## config.mk

```make
export PLATFORM = sky130hd
export DESIGN_NAME = frame_reception_flat
export DESIGN_NICKNAME = d
export VERILOG_FILES = /design/src/rtl/eth_pkg.sv /design/src/rtl/frame_reception_if.sv /design/src/rtl/crc32_d8.sv /design/src/rtl/frame_reception.sv /design/src/flat_wrapper.sv
export SDC_FILE = /design/constraint.sdc
export NUM_CORES = 1
export LEC_CHECK = 0
export ABC_CLOCK_PERIOD_IN_PS = 3800
export BUFFER_PORTS_ARGS = -buffer_cell sky130_fd_sc_hd__buf_4
export CORE_UTILIZATION = 43
export CTS_BUF_LIST = sky130_fd_sc_hd__clkbuf_4
export DETAILED_ROUTE_END_ITERATION = 16
export MAX_ROUTING_LAYER = met4
export PLACE_DENSITY = 0.67
export SLEW_MARGIN = 20
export SYNTH_ARGS = -nofsm -noshare
export SYNTH_HDL_FRONTEND = slang
export SYNTH_SLANG_ARGS = --single-unit
```

## constraint.sdc

```tcl
create_clock -name clk -period 3.8 [get_ports clk]
set_input_delay 0.95 -clock clk [delete_from_list [all_inputs] [get_ports clk]]
set_output_delay 0.95 -clock clk [all_outputs]
set_load 0.005 [all_outputs]
```

## src/rtl/eth_pkg.sv

```systemverilog
// Shared Ethernet framing definitions for the MAC transmit/receive pair.
// Contents: FSM state encoding, framing byte constants, CRC-32 constants,
// header field lengths, counter widths and the address-filter helper.
package eth_pkg;

  // Frame parser/generator states; 3-bit encoding shared with the transmitter.
  typedef enum logic [2:0] {
    IDLE,
    HUNT,
    DEST,
    SRC,
    TYPE,
    PAYLOAD,
    FCS,
    DONE
  } eth_state_e;

  localparam logic [7:0]  PREAMBLE_BYTE  = 8'h55;
  localparam logic [7:0]  SFD_BYTE       = 8'hD5;
  localparam logic [47:0] BROADCAST_ADDR = 48'hFFFF_FFFF_FFFF;

  localparam logic [31:0] CRC_POLY_REFL  = 32'hEDB8_8320;
  localparam logic [31:0] CRC_INIT       = 32'hFFFF_FFFF;
  localparam logic [31:0] CRC_RESIDUE    = 32'hDEBB_20E3;

  localparam int unsigned DEST_BYTES = 6;
  localparam int unsigned SRC_BYTES  = 6;
  localparam int unsigned TYPE_BYTES = 2;
  localparam int unsigned FCS_BYTES  = 4;

  // Byte counter covers the longest field; preamble counter saturates at 15.
  localparam int unsigned CNT_W = 4;
  localparam int unsigned PRE_W = 4;
  localparam logic [PRE_W-1:0] PRE_CNT_MAX = '1;

  // Destination filter: promiscuous, own station address, or broadcast.
  function automatic logic addr_accepted(input logic [47:0] dest,
                                         input logic [47:0] station,
                                         input logic        promisc);
    return promisc || (dest == station) || (dest == BROADCAST_ADDR);
  endfunction

endpackage

```

## src/rtl/frame_reception_if.sv

```systemverilog
// Byte-stream receive bus plus parsed-frame result bus.
// Signals: rx_data/rx_valid (PHY byte stream into the receiver);
// payload_out, dest_addr, src_addr, eth_type (captured fields);
// frame_valid, crc_err, frame_err (1-cycle status pulses); busy.
// Modports: master = PHY/host side, slave = frame receiver.
interface frame_reception_if;

  logic [7:0]  rx_data;
  logic        rx_valid;
  logic [31:0] payload_out;
  logic [47:0] dest_addr;
  logic [47:0] src_addr;
  logic [15:0] eth_type;
  logic        frame_valid;
  logic        crc_err;
  logic        frame_err;
  logic        busy;

  modport master (
    output rx_data, rx_valid,
    input  payload_out, dest_addr, src_addr, eth_type,
    input  frame_valid, crc_err, frame_err, busy
  );

  modport slave (
    input  rx_data, rx_valid,
    output payload_out, dest_addr, src_addr, eth_type,
    output frame_valid, crc_err, frame_err, busy
  );

endinterface

```

## src/rtl/crc32_d8.sv

```systemverilog
// Combinational IEEE 802.3 CRC-32 byte update (reflected, LSB-first).
// Ports: crc_in - current CRC register, data - next byte,
//        crc_c  - CRC register after absorbing data.
module crc32_d8
  import eth_pkg::*;
(
  input  logic [31:0] crc_in,
  input  logic [7:0]  data,
  output logic [31:0] crc_c
);

  // Eight serial LFSR steps unrolled; bit 0 of the byte enters first.
  always_comb begin
    crc_c = crc_in;
    for (int i = 0; i < 8; i++) begin
      if (crc_c[0] ^ data[i]) begin
        crc_c = (crc_c >> 1) ^ CRC_POLY_REFL;
      end else begin
        crc_c = crc_c >> 1;
      end
    end
  end

endmodule

```

## src/rtl/frame_reception.sv

```systemverilog
// Ethernet frame receiver: hunts preamble/SFD, parses destination, source,
// EtherType, a fixed-length payload and the FCS, and reports the outcome.
// Ports: clk, rst (synchronous, active-high);
//        bus (slave) - rx_data/rx_valid in; captured fields, status pulses
//        (frame_valid, crc_err, frame_err) and busy out, all registered.
module frame_reception
  import eth_pkg::*;
#(
  parameter logic [47:0] MAC_ADDR      = 48'hFFFF_FFFF_FFFF,
  parameter bit          PROMISC       = 1'b0,
  parameter int unsigned PAYLOAD_BYTES = 4,
  parameter int unsigned MIN_PREAMBLE  = 7
) (
  input logic              clk,
  input logic              rst,
  frame_reception_if.slave bus
);

  localparam logic [CNT_W-1:0] DEST_LAST = CNT_W'(DEST_BYTES - 1);
  localparam logic [CNT_W-1:0] SRC_LAST  = CNT_W'(SRC_BYTES - 1);
  localparam logic [CNT_W-1:0] TYPE_LAST = CNT_W'(TYPE_BYTES - 1);
  localparam logic [CNT_W-1:0] PAY_LAST  = CNT_W'(PAYLOAD_BYTES - 1);
  localparam logic [CNT_W-1:0] FCS_LAST  = CNT_W'(FCS_BYTES - 1);
  localparam logic [PRE_W-1:0] MIN_PRE   = PRE_W'(MIN_PREAMBLE);

  eth_state_e       state;
  logic [PRE_W-1:0] pre_cnt;
  logic [CNT_W-1:0] byte_cnt;
  logic [31:0]      crc_q;
  logic [31:0]      payload_q;
  logic [47:0]      dest_q;
  logic [47:0]      src_q;
  logic [15:0]      type_q;
  logic             frame_valid_q;
  logic             crc_err_q;
  logic             frame_err_q;
  logic             busy_q;

  logic [31:0]      crc_c;
  logic             in_frame_c;
  logic             is_pre_c;

  crc32_d8 u_crc (
    .crc_in (crc_q),
    .data   (bus.rx_data),
    .crc_c  (crc_c)
  );

  assign in_frame_c = state inside {DEST, SRC, TYPE, PAYLOAD, FCS};
  assign is_pre_c   = bus.rx_valid && (bus.rx_data == PREAMBLE_BYTE);

  // Payload is packed MSB-first: byte k lands in lane 3-k.
  function automatic logic [31:0] put_byte(input logic [31:0] word,
                                           input logic [1:0]  idx,
                                           input logic [7:0]  b);
    logic [31:0] w;
    w = word;
    case (idx)
      2'd0:    w[31:24] = b;
      2'd1:    w[23:16] = b;
      2'd2:    w[15:8]  = b;
      default: w[7:0]   = b;
    endcase
    return w;
  endfunction

  // Receive FSM with registered fields, status pulses and busy.
  always_ff @(posedge clk) begin
    if (rst) begin
      state         <= IDLE;
      pre_cnt       <= '0;
      byte_cnt      <= '0;
      crc_q         <= CRC_INIT;
      payload_q     <= '0;
      dest_q        <= '0;
      src_q         <= '0;
      type_q        <= '0;
      frame_valid_q <= 1'b0;
      crc_err_q     <= 1'b0;
      frame_err_q   <= 1'b0;
      busy_q        <= 1'b0;
    end else begin
      frame_valid_q <= 1'b0;
      crc_err_q     <= 1'b0;
      frame_err_q   <= 1'b0;

      if (in_frame_c && !bus.rx_valid) begin
        // Stream gap inside a frame: abandon it and flag a framing error.
        state       <= IDLE;
        byte_cnt    <= '0;
        frame_err_q <= 1'b1;
        busy_q      <= 1'b0;
      end else begin
        if (in_frame_c) begin
          crc_q    <= crc_c;
          byte_cnt <= byte_cnt + CNT_W'(1);
        end

        case (state)
          IDLE: begin
            if (is_pre_c) begin
              state   <= HUNT;
              pre_cnt <= PRE_W'(1);
            end
          end

          HUNT: begin
            if (is_pre_c) begin
              if (pre_cnt != PRE_CNT_MAX) begin
                pre_cnt <= pre_cnt + PRE_W'(1);
              end
            end else if (bus.rx_valid && (bus.rx_data == SFD_BYTE) &&
                         (pre_cnt >= MIN_PRE)) begin
              state     <= DEST;
              byte_cnt  <= '0;
              crc_q     <= CRC_INIT;
              payload_q <= '0;
              busy_q    <= 1'b1;
            end else begin
              // Short preamble, wrong byte or gap: drop back silently.
              state <= IDLE;
            end
          end

          DEST: begin
            dest_q <= {dest_q[39:0], bus.rx_data};
            if (byte_cnt == DEST_LAST) begin
              state    <= SRC;
              byte_cnt <= '0;
            end
          end

          SRC: begin
            src_q <= {src_q[39:0], bus.rx_data};
            if (byte_cnt == SRC_LAST) begin
              state    <= TYPE;
              byte_cnt <= '0;
            end
          end

          TYPE: begin
            type_q <= {type_q[7:0], bus.rx_data};
            if (byte_cnt == TYPE_LAST) begin
              state    <= PAYLOAD;
              byte_cnt <= '0;
            end
          end

          PAYLOAD: begin
            payload_q <= put_byte(payload_q, byte_cnt[1:0], bus.rx_data);
            if (byte_cnt == PAY_LAST) begin
              state    <= FCS;
              byte_cnt <= '0;
            end
          end

          FCS: begin
            if (byte_cnt == FCS_LAST) begin
              // Outcome is decided on the last FCS byte so the pulse is
              // visible during DONE.
              state    <= DONE;
              byte_cnt <= '0;
              if (crc_c == CRC_RESIDUE) begin
                frame_valid_q <= addr_accepted(dest_q, MAC_ADDR, PROMISC);
              end else begin
                crc_err_q <= 1'b1;
              end
            end
          end

          DONE: begin
            busy_q   <= 1'b0;
            byte_cnt <= '0;
            if (is_pre_c) begin
              state   <= HUNT;
              pre_cnt <= PRE_W'(1);
            end else begin
              state <= IDLE;
            end
          end

          default: state <= IDLE;
        endcase
      end
    end
  end

  assign bus.payload_out = payload_q;
  assign bus.dest_addr   = dest_q;
  assign bus.src_addr    = src_q;
  assign bus.eth_type    = type_q;
  assign bus.frame_valid = frame_valid_q;
  assign bus.crc_err     = crc_err_q;
  assign bus.frame_err   = frame_err_q;
  assign bus.busy        = busy_q;

endmodule
```

## src/flat_wrapper.sv

```systemverilog
// flat-port wrapper written by rule: the top's interface ports become plain ports
module frame_reception_flat import eth_pkg::*;
#(
  parameter logic [47:0] MAC_ADDR      = 48'hFFFF_FFFF_FFFF,
  parameter bit          PROMISC       = 1'b0,
  parameter int unsigned PAYLOAD_BYTES = 4,
  parameter int unsigned MIN_PREAMBLE  = 7
)
  (clk, rst, bus_rx_data, bus_rx_valid, bus_payload_out, bus_dest_addr, bus_src_addr, bus_eth_type, bus_frame_valid, bus_crc_err, bus_frame_err, bus_busy);
  frame_reception_if bus_i ();
  input logic clk;
  input logic rst;
  input wire logic [$bits(bus_i.rx_data)-1:0] bus_rx_data;
  input wire logic [$bits(bus_i.rx_valid)-1:0] bus_rx_valid;
  output wire logic [$bits(bus_i.payload_out)-1:0] bus_payload_out;
  output wire logic [$bits(bus_i.dest_addr)-1:0] bus_dest_addr;
  output wire logic [$bits(bus_i.src_addr)-1:0] bus_src_addr;
  output wire logic [$bits(bus_i.eth_type)-1:0] bus_eth_type;
  output wire logic [$bits(bus_i.frame_valid)-1:0] bus_frame_valid;
  output wire logic [$bits(bus_i.crc_err)-1:0] bus_crc_err;
  output wire logic [$bits(bus_i.frame_err)-1:0] bus_frame_err;
  output wire logic [$bits(bus_i.busy)-1:0] bus_busy;
  assign bus_i.rx_data = bus_rx_data;
  assign bus_i.rx_valid = bus_rx_valid;
  assign bus_payload_out = bus_i.payload_out;
  assign bus_dest_addr = bus_i.dest_addr;
  assign bus_src_addr = bus_i.src_addr;
  assign bus_eth_type = bus_i.eth_type;
  assign bus_frame_valid = bus_i.frame_valid;
  assign bus_crc_err = bus_i.crc_err;
  assign bus_frame_err = bus_i.frame_err;
  assign bus_busy = bus_i.busy;
  frame_reception #(.MAC_ADDR(MAC_ADDR), .PROMISC(PROMISC), .PAYLOAD_BYTES(PAYLOAD_BYTES), .MIN_PREAMBLE(MIN_PREAMBLE)) u_core (.clk(clk), .rst(rst), .bus(bus_i));
endmodule
```

==> key figures, run 1 <==
Final layout
  • Fin util: 54.2%
  • Layout area overhead: 21.4%
  • Fin cells: 1343
  • Most common cell after layout, fill and taps aside: nand2_1
  • Most frequent cells in the layout: 245 x nand2_1, 191 x dfxtp_1, 179 x buf_4, 147 x a21oi_1, 73 x nor2_1
  • Fill cells: 1764
  • Nets@finish: 1118
  • Layout cell share with drive strength beyond 1: 20.2%

Timing
  • WHS: 0.465 ns
  • Min Tclk post-route: 3.00 ns
  • Final max-slew violation count: 0
  • Final setup skew: 0.0162 ns
  • Measured slew at the worst slew-check pin: 1.13 ns
  • Fmax: 333 MHz
  • Tcrit/Tclk final: 79.0%
  • Max_slew headroom: 24.3%
  • RSZ-0062 raised after global routing: no
  • Final setup viols: 0
  • Post-Route Setup TNS: 0 ns
  • Final Hold Viols: 0

Pwr
  • Tot Pwr: 0.00342 W
  • Pint: 0.00253 W
  • Sw frac: 25.8%
  • Clk pwr share: 33.0%
  • Register share of total power: 58.7%
  • Psw: 0.000881 W
  • P per Cell Area: 346 nW/um^2
  • Logic pwr share: 8.4%
  • Leak Pwr: 4.11 nW
  • Maximum VDD drop: 166 uV

Drt
  • WL per Instance: 15.8 um
  • DRT Pass-1 Iters: 5
  • DR vias/cell: 5.20
  • Initial DRC Count: 587
  • DRC: 0
  • DRT Wirelength: 21200 um
  • Post-DRT Antenna Nets: 0
  • Routed via count: 6980

Yosys
  • Post-synth top area cell: dfxtp_1
  • Seq/Total Area, Yosys: 47.1%
  • Seq cells post-synth: 191
  • Synth Net Count: 975
  • Syn Area/Cell: 8.49 sq um
  • Syn Std Cell Area: 8120 sq um
  • Post-Syn Instances: 957
  • EDFF count, synth: 0
  • Yosys warning total: 0
  • Top FF cell, synth: dfxtp_1
  • Library cells used by synthesis: 47
  • Synth top area share: 47.1%
  • Fraction of registers with async set/reset: 0%
  • Area contributors post-synth: dfxtp_1 47%, nand2_1 11%, a21oi_1 9.1%

Min path
  • Hold WC Path Type: register to register
  • Hold_sp: u_core.bus.src_addr[40]

GRT
  • Most Crowded Layer GR: met2
  • Met2 usage: 34.3%
  • Met1 usage: 30.7%
  • Met3 usage: 4.47%
  • Number of global-route vias before repair: 6318
  • First-pass GRT wire length: 34000 um
  • Largest net degree at the start of global routing: 151
  • Total gr overflow: 0
  • GRT Total Usage: 22.7%
  • Antenna violations before repair: 1

Clock network
  • Post-CTS sizing: 0
  • CTS tree: done
  • CTS Buffer Depth: 2
  • Clock sinks: 191
  • Clock transition at the registers of the reported paths: 0.16 ns
  • H-Tree Depth: 4
  • Clock latency on the worst-skew pair: 0.57 ns
  • CTS buffer count: 17
  • CTS hold repair buffers: 0
  • Setup Buffers After CTS: 0
  • Root buffer selected by CTS: clkbuf_4

Worst setup path
  • Crit. Startpoint: bus_rx_data[5]
  • Worst path slowest cell: or4_1
  • Data arrival time of the critical path: 3.47 ns
  • FF-to-FF Start: u_core.crc_q[0]
  • CP endpoint kind: register
  • Slowest stage delay, CP: 0.56 ns
  • CP Max Fanout: 8
  • Buf/Inv on CP: 1
  • Crit path kind: input pin to register
  • CP Data Required Time: 4.27 ns
  • CP Launch Type: input pin
  • Critical-path cell list: buf_4 -> xnor2_2 -> xnor2_2 -> and3b_1 -> o22ai_1 -> or4_1 -> or4_1 -> nor2b_1
  • Delay-heaviest family, CP: simple AND/OR/NAND/NOR gates

Floorplanning
  • Ports: 159
  • Core area: 18200 sq um
  • Die height: 139 um
  • Initial Util: 44.6%
  • Rows: 49
  • DIE AREA: 19400 sq um
  • Die width: 139 um

Placed design
  • DPL Wire Length: 14800 um
  • RePlAce Congestion: 0.894
  • Port Buffers: 158
  • Cells after DPL: 1310

Status
  • Outcome: finished clean

Run
  • Max cap viols: 0
-- power groups by stage --
stage | combinational, W | clock (W) | sequential, W
3_5_place_dp | 0.000282 | 0 | 0.00205
6_report | 0.000286 | 0.00113 | 0.00200
5_1_grt | 0.000307 | 0.00125 | 0.00201
4_1_cts | 0.000285 | 0.00117 | 0.00200
3_3_place_gp | 0.000281 | 0 | 0.00205
2_1_floorplan | 0.000201 | 0 | 0.00205
-- cell type report --
cell class,count,area (sq um),area share (%)
antenna,1,2.50,0.0254
clock buffer,18,135,1.37
clock inverter,14,158,1.60
inverter,6,22.5,0.228
multi-input combinational,704,4070,41.3
sequential,191,3820,38.8
tap,229,287,2.91
timing repair buffer,180,1360,13.8
-- per-stage QoR --
stage	worst slack, ns	instance area [sq um]
2_1_floorplan	0.187	8120
3_3_place_gp	0.226	9570
3_5_place_dp	0.210	9570
4_1_cts	0.863	9860
5_1_grt	0.727	9860
6_report	0.796	9860
-- state kept, by name (all words and copies together), names as in the netlist --
| name | cells |
|---|---|
| u_core.bus.crc_err | 1 |
| u_core.bus.src_addr | 48 |
| u_core.bus.busy | 1 |
| u_core.crc_q | 32 |
| u_core.pre_cnt | 4 |
| u_core.state | 3 |
| u_core.bus.payload_out | 32 |
| u_core.bus.dest_addr | 48 |
| u_core.byte_cnt | 4 |
| u_core.bus.frame_valid | 1 |
| u_core.bus.eth_type | 16 |
| u_core.bus.frame_err | 1 |
-- synth_stat cells, types with 3 or more instances --
library cell,instances
a21oi_1,147
and2_1,3
and3_1,18
buf_1,5
clkbuf_1,49
dfxtp_1,191
ha_1,7
inv_1,6
mux2i_1,35
nand2_1,245
nand2b_1,4
nand3_1,8
nand4_1,16
nor2_1,73
nor2b_1,5
nor3_1,6
nor3b_1,5
nor4_1,3
o211ai_1,5
o21ai_0,3
o21ai_1,4
o22a_1,6
or4_1,3
xnor2_1,42
xnor2_2,8
xnor3_1,8
xor2_1,23
-- final timing paths --
path / to / slack [ns] / cells after the start
max reg2reg: u_core.bus.crc_err / 0.88 / 8
min reg2reg: u_core.bus.src_addr[40] / 0.46 / 2
min: u_core.bus.src_addr[40] / 0.46 / 2
max: u_core.bus.crc_err / 0.80 / 8
-- metal layers --
layer	up-vias	part of all wire, %	wire length [um]
li1	3489	-	-
met1	3266	47	9860
met2	202	47	9880
met3	23	5.1	1080
met4	0	1.6	337
met5	-	0	0
-- worst reg2reg max path: stages (launching register included) --
cell and delay, ns:
dfxtp_1 0.47, xor2_2 0.32, buf_4 0.20, xnor3_1 0.46, or3_1 0.33, a211oi_1 0.24
o211ai_1 0.13, or4_1 0.52, nor2b_1 0.15
-- logic make-up after synthesis --
family / after synthesis / synth area share (%)
AO/OA/AOI/OAI: 180 / 12.0
flip-flops: 191 / 47.1
multiplexers: 35 / 4.31
AND/OR/NAND/NOR: 398 / 20.9
XOR/XNOR: 84 / 11.7
adder cells (fa/ha/maj): 7 / 1.08
buffers and inverters: 62 / 2.90
(Power assumes the default switching activity.)
==> inputs of run 2 (changes only) <==
--- a/config.mk
+++ b/config.mk
@@ -5,13 +5,12 @@
 export SDC_FILE = /design/constraint.sdc
 export NUM_CORES = 1
 export LEC_CHECK = 0
-export ABC_CLOCK_PERIOD_IN_PS = 3800
+export ABC_CLOCK_PERIOD_IN_PS = 3100
 export BUFFER_PORTS_ARGS = -buffer_cell sky130_fd_sc_hd__buf_4
 export CORE_UTILIZATION = 43
 export CTS_BUF_LIST = sky130_fd_sc_hd__clkbuf_4
 export DETAILED_ROUTE_END_ITERATION = 16
 export MAX_ROUTING_LAYER = met4
-export PLACE_DENSITY = 0.67
 export SLEW_MARGIN = 20
 export SYNTH_ARGS = -nofsm -noshare
 export SYNTH_HDL_FRONTEND = slang
==> constraint.sdc (replaced) <==
create_clock -name clk -period 3.1 [get_ports clk]
set_input_delay 0.775 -clock clk [delete_from_list [all_inputs] [get_ports clk]]
set_output_delay 0.775 -clock clk [all_outputs]
set_load 0.005 [all_outputs]
==> run 2 against run 1 <==
Sequential power grew 23%. Largest power group unchanged. Global-route usage grew 0.10 points. Worst setup slack lost 0.56 ns. Final area grew 4.9%. Sequential cell count is the same.
==> key figures, run 2 (synthesized netlist as in run 1, its figures left out) <==
Pwr
  • Clk pwr share: 34.0%
  • Logic pwr share: 9.8%
  • Pint: 0.00314 W
  • P per Cell Area: 423 nW/um^2
  • Maximum VDD drop: 213 uV
  • Sw frac: 28.2%
  • Register share of total power: 56.1%
  • Tot Pwr: 0.00438 W
  • Psw: 0.00124 W
  • Leak Pwr: 4.39 nW

Floorplanning
  • Die width: 139 um
  • Core area: 18200 sq um
  • Rows: 49
  • Initial Util: 44.6%
  • DIE AREA: 19400 sq um
  • Ports: 159
  • Die height: 139 um

Drt
  • Routed via count: 7017
  • WL per Instance: 15.4 um
  • DRT Pass-1 Iters: 5
  • Initial DRC Count: 358
  • DRC: 0
  • DR vias/cell: 5.05
  • Post-DRT Antenna Nets: 0
  • DRT Wirelength: 21400 um

Worst setup path
  • CP endpoint kind: register
  • CP Max Fanout: 4
  • CP Data Required Time: 3.59 ns
  • Worst path slowest cell: dfxtp_1
  • Slowest stage delay, CP: 0.56 ns
  • Crit path kind: register to register
  • Delay-heaviest family, CP: simple AND/OR/NAND/NOR gates
  • Data arrival time of the critical path: 3.35 ns
  • Critical-path cell list: xnor2_4 -> xnor2_4 -> inv_1 -> ha_2 -> nand2b_1 -> or4_1 -> or4_1 -> or4_4 -> nor2b_1
  • Buf/Inv on CP: 1
  • CP Launch Type: register
  • Flop2flop setup slack: 0.24 ns

Timing
  • WHS: 0.466 ns
  • Final setup skew: 0.0287 ns
  • Max_slew headroom: 31.4%
  • Final max-slew violation count: 0
  • Final Hold Viols: 0
  • Min Tclk post-route: 2.86 ns
  • Fmax: 349 MHz
  • Post-Route Setup TNS: 0 ns
  • RSZ-0062 raised after global routing: no
  • Final setup viols: 0
  • Measured slew at the worst slew-check pin: 1.02 ns
  • Tcrit/Tclk final: 92.4%

Clock network
  • CTS Buffer Depth: 2
  • Clock transition at the registers of the reported paths: 0.18 ns
  • H-Tree Depth: 4
  • CTS tree: done
  • Setup Buffers After CTS: 0
  • CTS hold repair buffers: 0
  • Clock sinks: 191
  • CTS buffer count: 17
  • Root buffer selected by CTS: clkbuf_4
  • Post-CTS sizing: 0
  • Clock latency on the worst-skew pair: 0.60 ns

Run
  • Max cap viols: 0

GRT
  • GRT Total Usage: 22.8%
  • Largest net degree at the start of global routing: 149
  • Number of global-route vias before repair: 6265
  • Antenna violations before repair: 0
  • Total gr overflow: 0
  • First-pass GRT wire length: 34100 um

Final layout
  • Diode count: 0
  • Layout area overhead: 27.4%
  • Layout cell share with drive strength beyond 1: 23.9%
  • Area occupied by multi-input gates: 4140 sq um
  • Seq. cell area: 3820 sq um
  • Fill cells: 1759
  • Nets@finish: 1165
  • Most frequent cells in the layout: 245 x nand2_1, 224 x buf_4, 191 x dfxtp_1, 147 x a21oi_1, 73 x nor2_1
  • Most common cell after layout, fill and taps aside: nand2_1
  • Fin util: 56.8%
  • Post-Layout Inst Area: 10300 sq um

Placed design
  • Port Buffers: 158
  • Placed Area: 10000 sq um
  • DPL Wire Length: 15200 um
  • RePlAce Congestion: 0.865

Status
  • Outcome: finished clean

Min path
  • Hold WC Path Type: register to register
[run 2: worst reg2reg max path, stage by stage (launching register included)]
cell	delay, ns
dfxtp_1	0.56
xnor2_4	0.18
xnor2_4	0.17
inv_1	0.08
ha_2	0.16
nand2b_1	0.04
or4_1	0.41
or4_1	0.46
or4_4	0.57
nor2b_1	0.14
[run 2: final timing paths]
kind	end	start	cells after the start
max	u_core.bus.crc_err	u_core.crc_q[7]	9
min	u_core.bus.src_addr[46]	u_core.bus.src_addr[46]	2
max reg2reg	u_core.bus.crc_err	u_core.crc_q[7]	9
min reg2reg	u_core.bus.src_addr[46]	u_core.bus.src_addr[46]	2
[run 2: per-stage QoR]
stage               instances  setup slack [ns]
finish                   1389             0.237
floorplan                 957           -0.0668
global route             1389            0.0887
global placement         1357            -0.216
CTS                      1389             0.257
detailed placement       1357            -0.192
[run 2: power by group through the flow]
| stage | logic, W | registers [W] | clock network (W) |
|---|---|---|---|
| after floorplan | 0.000259 | 0.00251 | 0 |
| after global placement | 0.000429 | 0.00251 | 0 |
| after detailed placement | 0.000427 | 0.00251 | 0 |
| after CTS | 0.000431 | 0.00246 | 0.00155 |
| after global routing | 0.000465 | 0.00246 | 0.00165 |
| final | 0.000430 | 0.00246 | 0.00149 |
[run 2: layer usage]
metal | vias up | wire (um) | global-route usage, %
met5 | - | 0 | -
met4 | 0 | 229 | 5.50
met3 | 18 | 1010 | 4.82
met2 | 155 | 9750 | 33.8
met1 | 3253 | 10400 | 31.6
li1 | 3591 | - | -
[run 2: layout make-up]
class	instances	area share (%)
multi-input combinational	704	40.0
clock buffer	17	1.23
tap	229	2.77
clock inverter	15	1.98
sequential	191	37.0
inverter	6	0.218
timing repair buffer	227	16.8
==> inputs of run 3 (changes only) <==
==> constraint.sdc (replaced) <==
create_clock -name clk -period 3.1 [get_ports clk]
set_input_delay 0 -clock clk [delete_from_list [all_inputs] [get_ports clk]]
set_output_delay 0 -clock clk [all_outputs]
set_load 0.005 [all_outputs]
==> run 3 against run 2 <==
Worst hold slack worse by 0.20 ns. Clock skew decreased by 0.010 ns. Via count down 1.0%. Final area decreased by 3.8%. First-iteration DRC count up 22%.
==> key figures, run 3 (synthesized netlist as in run 1, its figures left out) <==
Worst setup path
  • Crit. Startpoint: u_core.crc_q[0]
  • Slowest stage delay, CP: 0.55 ns
  • CP Launch Type: register
  • Worst path slowest cell: or4_1
  • CP endpoint kind: register
  • Crit path kind: register to register
  • Critical-path cell list: xor2_2 -> buf_4 -> xnor3_1 -> or3_1 -> a211oi_1 -> o211ai_1 -> or4_1 -> nor2b_1
  • FF-to-FF Start: u_core.crc_q[0]
  • CP Data Required Time: 3.60 ns
  • CP Max Fanout: 5
  • Data arrival time of the critical path: 3.43 ns

Timing
  • Post-Route Setup TNS: 0 ns
  • RSZ-0062 raised after global routing: no
  • Final setup skew: 0.0184 ns
  • Max_slew headroom: 24.6%
  • Final Hold Viols: 0
  • Min Tclk post-route: 2.93 ns
  • Fmax: 341 MHz
  • Final max-slew violation count: 0
  • Measured slew at the worst slew-check pin: 1.12 ns
  • Final setup viols: 0
  • Tcrit/Tclk final: 94.6%

Placed design
  • RePlAce Congestion: 0.881
  • DPL Wire Length: 14600 um
  • Cells after DPL: 1311
  • Placed Area: 9560 sq um
  • Port Buffers: 158

Drt
  • Routed via count: 6944
  • Initial DRC Count: 436
  • DRC: 0
  • DR vias/cell: 5.12
  • DRT Pass-1 Iters: 5
  • Post-DRT Antenna Nets: 0
  • DRT Wirelength: 21300 um
  • WL per Instance: 15.7 um

Final layout
  • Most frequent cells in the layout: 245 x nand2_1, 191 x dfxtp_1, 181 x buf_4, 147 x a21oi_1, 73 x nor2_1
  • Fin cells: 1355
  • Layout area overhead: 22.6%
  • Seq. cell area: 3820 sq um
  • Post-Layout Inst Area: 9950 sq um
  • Most common cell after layout, fill and taps aside: nand2_1
  • Area occupied by multi-input gates: 4070 sq um
  • Fill cells: 1745
  • Layout cell share with drive strength beyond 1: 20.1%
  • Nets@finish: 1130

Clock network
  • Clock transition at the registers of the reported paths: 0.16 ns
  • CTS buffer count: 17
  • CTS Buffer Depth: 2
  • Clock latency on the worst-skew pair: 0.59 ns
  • Clock sinks: 191
  • CTS tree: done
  • Root buffer selected by CTS: clkbuf_4
  • H-Tree Depth: 4

Floorplanning
  • Ports: 159
  • Die height: 139 um
  • Initial Util: 44.6%
  • Core area: 18200 sq um
  • DIE AREA: 19400 sq um
  • Rows: 49
  • Die width: 139 um

Min path
  • Hold WC Path Type: input pin to register
  • Hold_sp: bus_rx_data[2]

Pwr
  • P per Cell Area: 417 nW/um^2
  • Tot Pwr: 0.00415 W
  • Leak Pwr: 4.17 nW
  • Maximum VDD drop: 210 uV

Run
  • Max cap viols: 0

GRT
  • Number of global-route vias before repair: 6193
  • GRT Total Usage: 22.6%
  • Largest net degree at the start of global routing: 68
  • Antenna violations before repair: 1
  • First-pass GRT wire length: 33900 um
  • Total gr overflow: 0

Status
  • Outcome: finished clean
## run 3: path summary, 6_finish.rpt
| kind | slack (ns) | to | cells after the start |
|---|---|---|---|
| worst max register to register | 0.17 | u_core.bus.crc_err | 8 |
| worst min register to register | 0.47 | u_core.bus.src_addr[43] | 2 |
| worst max-delay path | 0.17 | u_core.bus.crc_err | 8 |
| worst min-delay path | 0.27 | u_core.bus.dest_addr[2] | 4 |
## run 3: layer usage
layer	share of wire, %	global-route usage, %	vias up
met5	0	-	-
met4	1.7	7.08	0
met1	49	30.7	3219
met2	46	34.2	181
li1	-	-	3513
met3	4.0	3.99	31
## run 3: through the flow
step	util [%]	hold WS, ns	setup WS [ns]
floorplan	-	0.136	0.221
global placement	52.5	0.297	0.265
detailed placement	52.5	0.304	0.232
CTS	54.7	0.244	0.199
global route	54.7	0.255	0.0194
finish	54.7	0.268	0.167
## run 3: repair_timing
item,4_1_cts,5_1_grt
setup buffers,0,0
hold buffers,11,0
hold endpoints to repair,74,0
gates resized for setup,0,0
## run 3: where the power goes
| part | leakage, nW | switching (W) | internal [W] |
|---|---|---|---|
| registers | 1.54 | 0.000000148 | 0.00246 |
| logic | 2.48 | 0.000201 | 0.000153 |
| clock network | 0.149 | 0.000915 | 0.000425 |
| total | 4.17 | 0.00112 | 0.00303 |
## run 3: worst max-delay path: cells and delay by family (launching register included)
| family | cells | cell delay (ns) |
|---|---|---|
| AOI/OAI and AO/OA | 2 | 0.40 |
| xor gates and xnor gates | 2 | 0.75 |
| buffers and inverters | 1 | 0.20 |
| DFF | 1 | 0.44 |
| and+or+nand+nor | 3 | 1.05 |
## run 3: final cells by class
type | instances | area share (%)
diodes | 1 | 0.0251
inverters | 6 | 0.226
well taps | 229 | 2.88
multi-input cells | 704 | 40.9
clock inverters | 15 | 1.55
repair buffers | 192 | 14.8
clock buffers | 17 | 1.28
flip-flops and latches | 191 | 38.4
